**config.mk**
```make
export PLATFORM = sky130hd
export DESIGN_NAME = serial_frame_tx
export DESIGN_NICKNAME = d
export VERILOG_FILES = /design/src/rtl/serial_pkg.sv /design/src/rtl/bit_timer.sv /design/src/rtl/serial_frame_tx.sv
export SDC_FILE = /design/constraint.sdc
export NUM_CORES = 1
export LEC_CHECK = 0
export ABC_AREA = 1
export CELL_PAD_IN_SITES_DETAIL_PLACEMENT = 0
export CELL_PAD_IN_SITES_GLOBAL_PLACEMENT = 1
export CORE_MARGIN = 5
export CORE_UTILIZATION = 41
export CTS_BUF_LIST = sky130_fd_sc_hd__clkbuf_8
export DETAILED_ROUTE_END_ITERATION = 10
export PLACE_DENSITY = 0.85
export SLEW_MARGIN = 20
export SYNTH_ARGS = -nofsm -noshare
export SYNTH_HDL_FRONTEND = slang
export SYNTH_SLANG_ARGS = --single-unit
```
**constraint.sdc**
```tcl
create_clock -name clock -period 1.63 [get_ports clock]
set_input_delay 0.163 -clock clock [delete_from_list [all_inputs] [get_ports clock]]
set_output_delay 0.163 -clock clock [all_outputs]
set_load 0.005 [all_outputs]
```
**src/rtl/serial_pkg.sv**
```systemverilog
// serial_pkg: state encoding, default parameters and idle line level for serial_frame_tx.
// Defining SERIAL_TX_PARITY_EN adds the PARITY state.
package serial_pkg;
  localparam int CLKS_PER_BIT_DEF = 16;
  localparam int DATA_W_DEF = 8;
  localparam logic LINE_IDLE = 1'b1;
  typedef enum logic [2:0] {
    IDLE,
    START,
    DATA,
`ifdef SERIAL_TX_PARITY_EN
    PARITY,
`endif
    STOP
  } state_t;
endpackage

```
**src/rtl/bit_timer.sv**
```systemverilog
// bit_timer: counts 0..CLKS_PER_BIT-1 while run is high, pulsing period_end on the last count.
module bit_timer #(
  parameter int CLKS_PER_BIT = 16
) (
  input  logic clock,
  input  logic reset,
  input  logic restart,
  input  logic run,
  output logic period_end
);
  localparam int CW = $clog2(CLKS_PER_BIT);
  logic [CW-1:0] cnt_q, cnt_d;
  always_comb begin
    period_end = run && cnt_q == CW'(CLKS_PER_BIT - 1);
    cnt_d = (restart || period_end || !run) ? '0 : cnt_q + 1'b1;
  end
  always_ff @(posedge clock or posedge reset)
    if (reset) cnt_q <= '0;
    else cnt_q <= cnt_d;
endmodule

```
**src/rtl/serial_frame_tx.sv**
```systemverilog
// serial_frame_tx: start/data(LSB first)/stop serial transmitter with registered line output.
// Defining SERIAL_TX_PARITY_EN inserts an even-parity bit between data and stop.
module serial_frame_tx
  import serial_pkg::*;
#(
  parameter int CLKS_PER_BIT = CLKS_PER_BIT_DEF,
  parameter int DATA_W = DATA_W_DEF
) (
  input  logic              clock,
  input  logic              reset,
  input  logic              send,
  input  logic [DATA_W-1:0] data_in,
  output logic              tx_out,
  output logic              busy,
  output logic              done
);
  localparam int IW = DATA_W > 1 ? $clog2(DATA_W) : 1;
  state_t state_q, state_d;
  logic [DATA_W-1:0] sh_q, sh_d;
  logic [IW-1:0] idx_q, idx_d;
  logic tx_q, tx_d, done_q, done_d, accept, period_end;
`ifdef SERIAL_TX_PARITY_EN
  logic par_q, par_d;
`endif
  // the done cycle is an IDLE cycle that still refuses send
  assign accept = state_q == IDLE && send && !done_q;
  assign tx_out = tx_q;
  assign busy = state_q != IDLE;
  assign done = done_q;
  bit_timer #(.CLKS_PER_BIT(CLKS_PER_BIT)) u_timer (
    .clock(clock),
    .reset(reset),
    .restart(accept),
    .run(busy),
    .period_end(period_end)
  );
  always_comb begin
    state_d = state_q;
    sh_d = sh_q;
    idx_d = idx_q;
    tx_d = tx_q;
    done_d = 1'b0;
`ifdef SERIAL_TX_PARITY_EN
    par_d = par_q;
`endif
    case (state_q)
      IDLE: begin
        tx_d = LINE_IDLE;
        if (accept) begin
          state_d = START;
          sh_d = data_in;
          idx_d = '0;
          tx_d = 1'b0;
`ifdef SERIAL_TX_PARITY_EN
          par_d = ^data_in;
`endif
        end
      end
      START: if (period_end) begin
        state_d = DATA;
        tx_d = sh_q[0];
      end
      DATA: if (period_end) begin
        if (idx_q == IW'(DATA_W - 1)) begin
`ifdef SERIAL_TX_PARITY_EN
          state_d = PARITY;
          tx_d = par_q;
`else
          state_d = STOP;
          tx_d = LINE_IDLE;
`endif
        end else begin
          idx_d = idx_q + 1'b1;
          sh_d = sh_q >> 1;
          tx_d = sh_d[0];
        end
      end
`ifdef SERIAL_TX_PARITY_EN
      PARITY: if (period_end) begin
        state_d = STOP;
        tx_d = LINE_IDLE;
      end
`endif
      STOP: if (period_end) begin
        state_d = IDLE;
        done_d = 1'b1;
      end
      default: begin
        state_d = IDLE;
        tx_d = LINE_IDLE;
      end
    endcase
  end
  always_ff @(posedge clock or posedge reset)
    if (reset) begin
      state_q <= IDLE;
      sh_q <= '0;
      idx_q <= '0;
      tx_q <= LINE_IDLE;
      done_q <= 1'b0;
`ifdef SERIAL_TX_PARITY_EN
      par_q <= 1'b0;
`endif
    end else begin
      state_q <= state_d;
      sh_q <= sh_d;
      idx_q <= idx_d;
      tx_q <= tx_d;
      done_q <= done_d;
`ifdef SERIAL_TX_PARITY_EN
      par_q <= par_d;
`endif
    end
endmodule

```
# Yosys cells after proc, flatten, opt, wreduce, memory -nomap -nowiden
# Cells that the tools add are included.
word_totals:
  ff_bits: 20
  out_inout_bits: 3
  word_cells: 55
classes:
  addsub: 2
  n_eq_ne: 11
  muxes: 22
  bitwise_logic: 1
  n_reduce_logical: 13
op_table:
  columns: ["cell", "n"]
  rows:
  - ["$mux W3", 8]
  - ["$mux W8", 3]
  - ["$pmux W8 S2", 1]
  - ["$pmux W3 S4", 1]
  - ["$ne A2 B2 Y1 const B", 5]
  - ["$eq A3 B2 Y1 const B", 2]
  - ["$mux W1", 6]
  - ["$pmux W3 S2", 1]
  - ["$reduce_and A5 Y1", 1]
  - ["$add A4 B1 Y4 const B", 1]
  - ["$eq A4 B4 Y1 const B", 1]
  - ["$mux W4", 1]
  - ["$pmux W1 S4", 1]
  - ["$reduce_and A4 Y1", 1]
  - ["$add A3 B1 Y3 const B", 1]
  - ["$eq A3 B1 Y1 const B", 1]
  - ["$eq A3 B3 Y1 const B", 1]
  - ["$logic_and A1 B1 Y1", 3]
  - ["$logic_not A3 Y1", 1]
  - ["$reduce_and A3 Y1", 1]
  - ["$reduce_bool A3 Y1", 1]
  - ["$logic_not A1 Y1", 2]
  - ["$logic_or A1 B1 Y1", 2]
  - ["$ne A2 B1 Y1 const B", 1]
  - ["2 further kinds", 2]

# Logic depth before layout (Yosys ltp)
depth:
  word_depth: 6
  depth_mapped: 11
  mapped_depth_nobuf: 10

# Modules after synthesis
# Synthesis repeated with hierarchy kept, for this count alone.
hier_totals:
  cells_unflattened: 148
  hier_area_um2: 1122.3
modules_own_cells:
  columns: ["module", "instances", "cells_each", "area_per_inst_um2", "seq_area_each_um2"]
  rows:
  - ["serial_frame_tx", 1, 126, 929.6, 376.6]
  - ["bit_timer", 1, 22, 192.7, 100.1]

# Least setup slack after synthesis
# Ideal clock, no wire load.
synth_timing:
  path_type: "reg2reg"
  from: "reg state_q[0]"
  to: "reg idx_q[0]"
  setup_ns: 0.116
  t_arrival_ns: 1.357
  setup_slack_ns: 0.157
  stages_incl_launch_ff: 12
  n_path_buf: 1
  path_cell_list: "dfrtp_1 -> inv_1 -> ha_1 -> inv_2 -> nand2_1 -> nor2_2 -> nor2_2 -> nor2_4 -> nand2_2 -> buf_6 -> nand2_1 -> nand2_1"
synth_via:
  elab_chain_cells: 5
synth_rtl:
  columns: ["item", "line_no", "source"]
  rows:
  - ["start: declaration", "serial_frame_tx.sv:18", "state_t state_q, state_d;"]
  - ["start signal: assignment", "serial_frame_tx.sv:105", "state_q <= state_d;"]
  - ["$logic_not A3 Y1", "serial_frame_tx.sv:26, serial_frame_tx.sv:46", null]
  - ["$logic_and A1 B1 Y1 (2 in series)", "serial_frame_tx.sv:26", "assign accept = state_q == IDLE && send && !done_q;"]
  - ["$ne A2 B1 Y1 (no line)", null, null]
  - ["$reduce_and A4 Y1 (no line)", null, null]
  - ["end signal: assignment", "serial_frame_tx.sv:107", "idx_q <= idx_d;"]
  - ["end: declaration", "serial_frame_tx.sv:20", "logic [IW-1:0] idx_q, idx_d;"]
# Several ways; a longest one is shown, not always the timed one.
# A chain may end at the register's enable or synchronous reset.

# Final worst setup path
layout_timing:
  from: "reg idx_q[0]"
  to: "reg sh_q[0]"
layout_via:
  elab_chain_cells: 3
layout_rtl:
  columns: ["item", "line_no", "source"]
  rows:
  - ["$eq A3 B3 Y1", "serial_frame_tx.sv:64", "if (idx_q == IW'(DATA_W - 1)) begin"]
  - ["$ne A2 B2 Y1 (no line)", null, null]
  - ["$reduce_and A4 Y1 (no line)", null, null]
  - ["end signal: assignment", "serial_frame_tx.sv:97", "sh_q <= '0;"]
  - ["end signal: assignment", "serial_frame_tx.sv:106", "sh_q <= sh_d;"]
  - ["end: declaration", "serial_frame_tx.sv:19", "logic [DATA_W-1:0] sh_q, sh_d;"]
# No other way between the ends.

==> flow_summary_export.csv <==
group,metric,value,unit
die,top_level_ports,14,
route,drc,0,
setup_path,r2r_cells,7,
yosys,yosysWarnings,0,
die,die_h,62,µm
clocking,cts_root_buffer,"clkbuf_8",
yosys,syn-instance-count,147,
setup_path,r2r-start,"idx_q[0]",
place,post-place-ws,21.46,ps
die,start_util,43.95,%
clocking,clockBufferDepth,2,
cells_and_area,final_util,54.71,%
sta,timing.slew.headroom,83.48,%
global_routing,antenna_found_initial,0,
sta,final_max_slew_viol_count,0,
route,via_per_inst,4.803,
setup_path,r2r_slack,90,ps
clocking,htree_levels,1,
global_routing,grt_pass1_wl,3974,µm
setup_path,r2r_end,"sh_q[0]",
yosys,avgSynthCellArea,7.541,µm²
power,powerDensity,1870,nW/µm²
cells_and_area,nets,189,
route,drtPass1Iterations,4,
clocking,cts_tree,"built",
route,totalWireLength,2352,µm
clocking,clk_pin_slew,70,ps
place,place_inst,192,
power,static-leakage-power,0.7728,nW
sta,finalClockSkew,1.395,ps
yosys,synthTopCellsByArea,"dfrtp_1 41%, nand2_1 20%, ha_1 10%",
die,die_area,3844,µm²
place,numPortBuffers,13,
route,wl_per_cell,11.88,µm
clocking,cts.sinks,19,
global_routing,grt_usage,14.43,%
sta,fin_crit_sh,94.27,%
global_routing,grt_max_degree,20,
sta,holdWs,217.9,ps
place,dp_hpwl,1729,µm
yosys,synth-seq-cells,19,
cells_and_area,layout.cells.non_filler,198,
cells_and_area,n_antenna_cell,0,
die,fp.dieW,62,µm
clocking,numCtsBuffers,3,
outcome,status,"finished, final reports clean",
yosys,syn_area,1109,µm²
power,ir_drop,949.5,µV
min_path,hold_class,"in -> async",
die,rows,18,
route,dr.first_iter.drc_count,34,
clocking,clk_latency,260,ps
sta,worst_pin_slew,247.8,ps
clocking,hold_buffers,0,
setup_path,arrival,1740,ps
global_routing,grt_pass1_vias,926,
sta,setup_ws,93.35,ps
cells_and_area,drive_above_1_share,13.69,%
global_routing,gr-total-overflow,0,
cells_and_area,area_growth,24.49,%
sta,final-setup-viol-count,0,
setup_path,worstSetupStartpointType,"register",
yosys,syn-num-nets,167,
yosys,yosysTopAreaCellShare,40.63,%
setup_path,required,1830,ps
job,drv_cap,0,
place,gp_routability_congestion,0.7414,
yosys,synth_seq_area_share,43.00,%
setup_path,critPathMaxFanout,5,
setup_path,worst_setup_path_end_kind,"register",
sta,fin_crit,1537,ps
route,vias,951,
sta,fmax,650.8,MHz
yosys,synth_top_cell_by_area,"dfrtp_1",
setup_path,critPathLaunch,"idx_q[0]",
setup_path,worstSetupPathType,"reg -> reg",
yosys,ys_types,19,
die,core,2522,µm²
sta,hold_viol,0,
route,drtAntennaViolNets,0,
[worst max-delay path: stages, from the launching register on]
cell,delay [ps]
dfrtp_1,400
ha_1,200
ha_1,210
nor2_2,160
o21bai_4,170
buf_4,180
nand3_1,80
nand2_1,70
[power breakdown]
group / total [mW] / switching (mW) / internal [mW]
Clock: 0.331 / 0.163 / 0.168
Combinational: 1.49 / 0.888 / 0.598
Sequential: 0.765 / 0.0989 / 0.666
Total: 2.58 / 1.15 / 1.43
[sequential cells by signal (all words and copies together) (netlist names)]
signal,flops
state_q,2
tx_out,1
done,1
u_timer.cnt_q,4
idx_q,3
sh_q,8
[logic make-up after synthesis]
group,Yosys count,share of synthesized area (%)
xor+xnor,1,0.7902
compound gates,6,3.273
simple gates,91,34.09
flops,19,43.00
fa+ha+maj,9,10.16
buf+inv,21,8.691
[repair_timing]
item	4_1_cts	5_1_grt
resized for setup	1	8
setup buffers	1	0
endpoints found under the hold margin	0	0
gates cloned	0	1
endpoints found under the setup margin	1	12
[how the worst max path moves through the flow]
| stage | cells past startpoint | end |
|---|---|---|
| global placement | 9 | idx_q[2] |
| CTS | 9 | sh_q[2] |
| floorplan | 11 | idx_q[0] |
| detailed placement | 9 | sh_q[6] |
| global route | 8 | tx_out |
| finish | 7 | sh_q[0] |
[synth_stat cells]
library cell and number:
buf_2 2, o21ai_0 2, inv_2 2, nand2_1 59, inv_1 14, nor3_1 1
nand2_2 1, buf_6 1, nor2_1 11, buf_4 2, nor2_4 1, dfstp_2 1
nor2_2 2, ha_1 9, o21bai_2 1, nand3_1 16, dfrtp_1 18, a21oi_1 3
xor2_1 1
[per-layer routing]
| layer | wire length, µm | vias up | track usage, % |
|---|---|---|---|
| met1 | 1137 | 443 | 18.03 |
| met2 | 1063 | 12 | 22.78 |
| met4 | 68 | 0 | 8.485 |
| li1 | - | 491 | - |
| met5 | 0 | - | 0 |
| met3 | 83 | 5 | 3.099 |
[cell usage in the layout (no fill, tap or decap), drive strengths merged]
cell           Yosys  routed
buf                5       9
clkdlybuf4s50      0      12
o21bai             1       1
a21oi              3       3
nand3             16      16
o21ai              2       2
dfstp              1       1
ha                 9       9
dfrtp             18      18
dlygate4sd2        0       1
nand2             60      60
nor3               1       1
inv               16      17
clkbuf             0       3
nor2              14      14
xor2               1       1
[stage by stage]
stage / TNS, ps / power [mW] / cell area, µm²
after detailed placement: 0 / 2.122 / 1292
after global placement: 0 / 2.067 / 1292
final: 0 / 2.581 / 1380
after CTS: 0 / 2.464 / 1344
after floorplan: 0 / 1.770 / 1109
after global routing: -18.28 / 2.820 / 1380
[area by class of cell]
cell class                 count  area, µm²
tap                           30      37.54
sequential                    19      476.7
clock inverter                 1      3.754
multi-input combinational    107      556.8
timing repair buffer          22      203.9
inverter                      16      60.06
fill                         244       1142
clock buffer                   3      41.29
Power figures use the tool's default switching activity.
==> edit: new RTL, config.mk and constraints unchanged <==
The 4 states of `state_t` get a one-hot encoding in 4 bits.
--- a/src/rtl/serial_pkg.sv
+++ b/src/rtl/serial_pkg.sv
@@ -4,14 +4,14 @@
   localparam int CLKS_PER_BIT_DEF = 16;
   localparam int DATA_W_DEF = 8;
   localparam logic LINE_IDLE = 1'b1;
-  typedef enum logic [2:0] {
-    IDLE,
-    START,
-    DATA,
+  typedef enum logic [3:0] {
+    IDLE  = 4'b0001,
+    START = 4'b0010,
+    DATA  = 4'b0100,
 `ifdef SERIAL_TX_PARITY_EN
     PARITY,
 `endif
-    STOP
+    STOP  = 4'b1000
   } state_t;
 endpackage
 
Check against the original RTL: same outputs for any inputs over 10 cycles, from zero or initial values and one cycle with reset high; not proved beyond that.
==> edit against the unedited design <==
  * Clock skew is 0.0022 ns higher
  * Design area is 5.4% higher
  * Sequential cell count is 2 higher
  * Global-route usage is 0.14 points higher
  * Total power is 2.3% higher
  * Wire length is 15% higher
  * Sequential power is 16% higher
  * Worst setup slack better by 0.0036 ns
  * Utilization is 1.9 points lower
  * Synthesized area is 5.8% higher
  * Count of clock-buffer cells in the layout stayed put
==> edit: results (changes against the unedited design) <==
largest net degree at the start of global routing=22 (+10%); cells after synthesis=162 (+10%); Final Power=2641 uW (+2.3%); Worst EP arrival=1.69 ns (-0.05 ns); met2 routed WL=1399 microns (+32%); P_int=1478 uW (+3.2%); grt met3 use=2.487% (-0.61 points); met1 WL=1198 microns (+5.4%); sequential cell power=891 uW (+16%); Cell Count, Final, Fillers Out=214 (+8.1%); Worst-Margin Slew=0.4403 ns (+0.1925 ns); layout cells sized above 1=13.11% (-0.58 points); dpl ws=0.01749 ns (-0.003967 ns); HPWL Detailed=1947 microns (+13%); Netlist cell types=18 (-1); crit path from=state_q[0]; largest stage delay on the critical path=0.54 ns (+0.14 ns); nets@finish=198 (+4.8%); leakage=0.0007930 uW (+2.6%); status=finished clean; dominant cells by area after synthesis=dfrtp_1 41%, nand2_1 21%, inv_1 6.1%; syn nets=176 (+5.4%); placed cell count=206 (+7.3%); Synth Area in Compound Gates=1.281% (-2.0 points); final WL=2716 microns (+15%); Synth top cells by count=65 x nand2_1, 19 x dfrtp_1, 19 x inv_1, 14 x nor2_1; CP Max Fanout=6 (+1); M2 GR Usage=24.49% (+1.7 points); cell family with most CP delay=flip-flops; Post-CTS Resized=3 (+2); first-pass GRT wire length=4754 microns (+20%); Placed Area=0.001350 sq mm (+4.5%); vias per cell=4.986 (+3.8%); xor/xnor share of the synthesized area=0.7471% (-0.043 points); critical path's slowest cell=dfstp_2; Comb group=1410 uW (-5%); worst reg-to-reg path cell count=9 (+2)
edit: cell types whose count changed after synthesis, sizes merged:
cell / before / now
nand4: 0 / 11
nand2: 60 / 68
ha: 9 / 3
nand3: 16 / 12
inv: 16 / 19
nor2: 14 / 17
a21oi: 3 / 1
buf: 5 / 6
dfrtp: 18 / 19
dfstp: 1 / 2
nor3: 1 / 0
nor3b: 0 / 1
o21bai: 1 / 0
edit: how the worst max path moves through the flow:
stage	end	slack, ns	cells after the start
2_1_floorplan	sh_q[1]	0.25	9
3_3_place_gp	sh_q[1]	0.04	8
5_1_grt	idx_q[1]	0.01	9
4_1_cts	sh_q[3]	0.03	9
6_report	sh_q[0]	0.1	9
3_5_place_dp	sh_q[5]	0.02	8
edit: area by class of cell:
cell class,count,area (sq um)
Sequential cell,21,528.0
Clock inverter,1,3.754
Tap cell,31,38.79
Multi-Input combinational cell,116,559.3
Clock buffer,3,41.29
Inverter,19,71.32
Timing Repair Buffer,23,212.7
Fill cell,252,1303
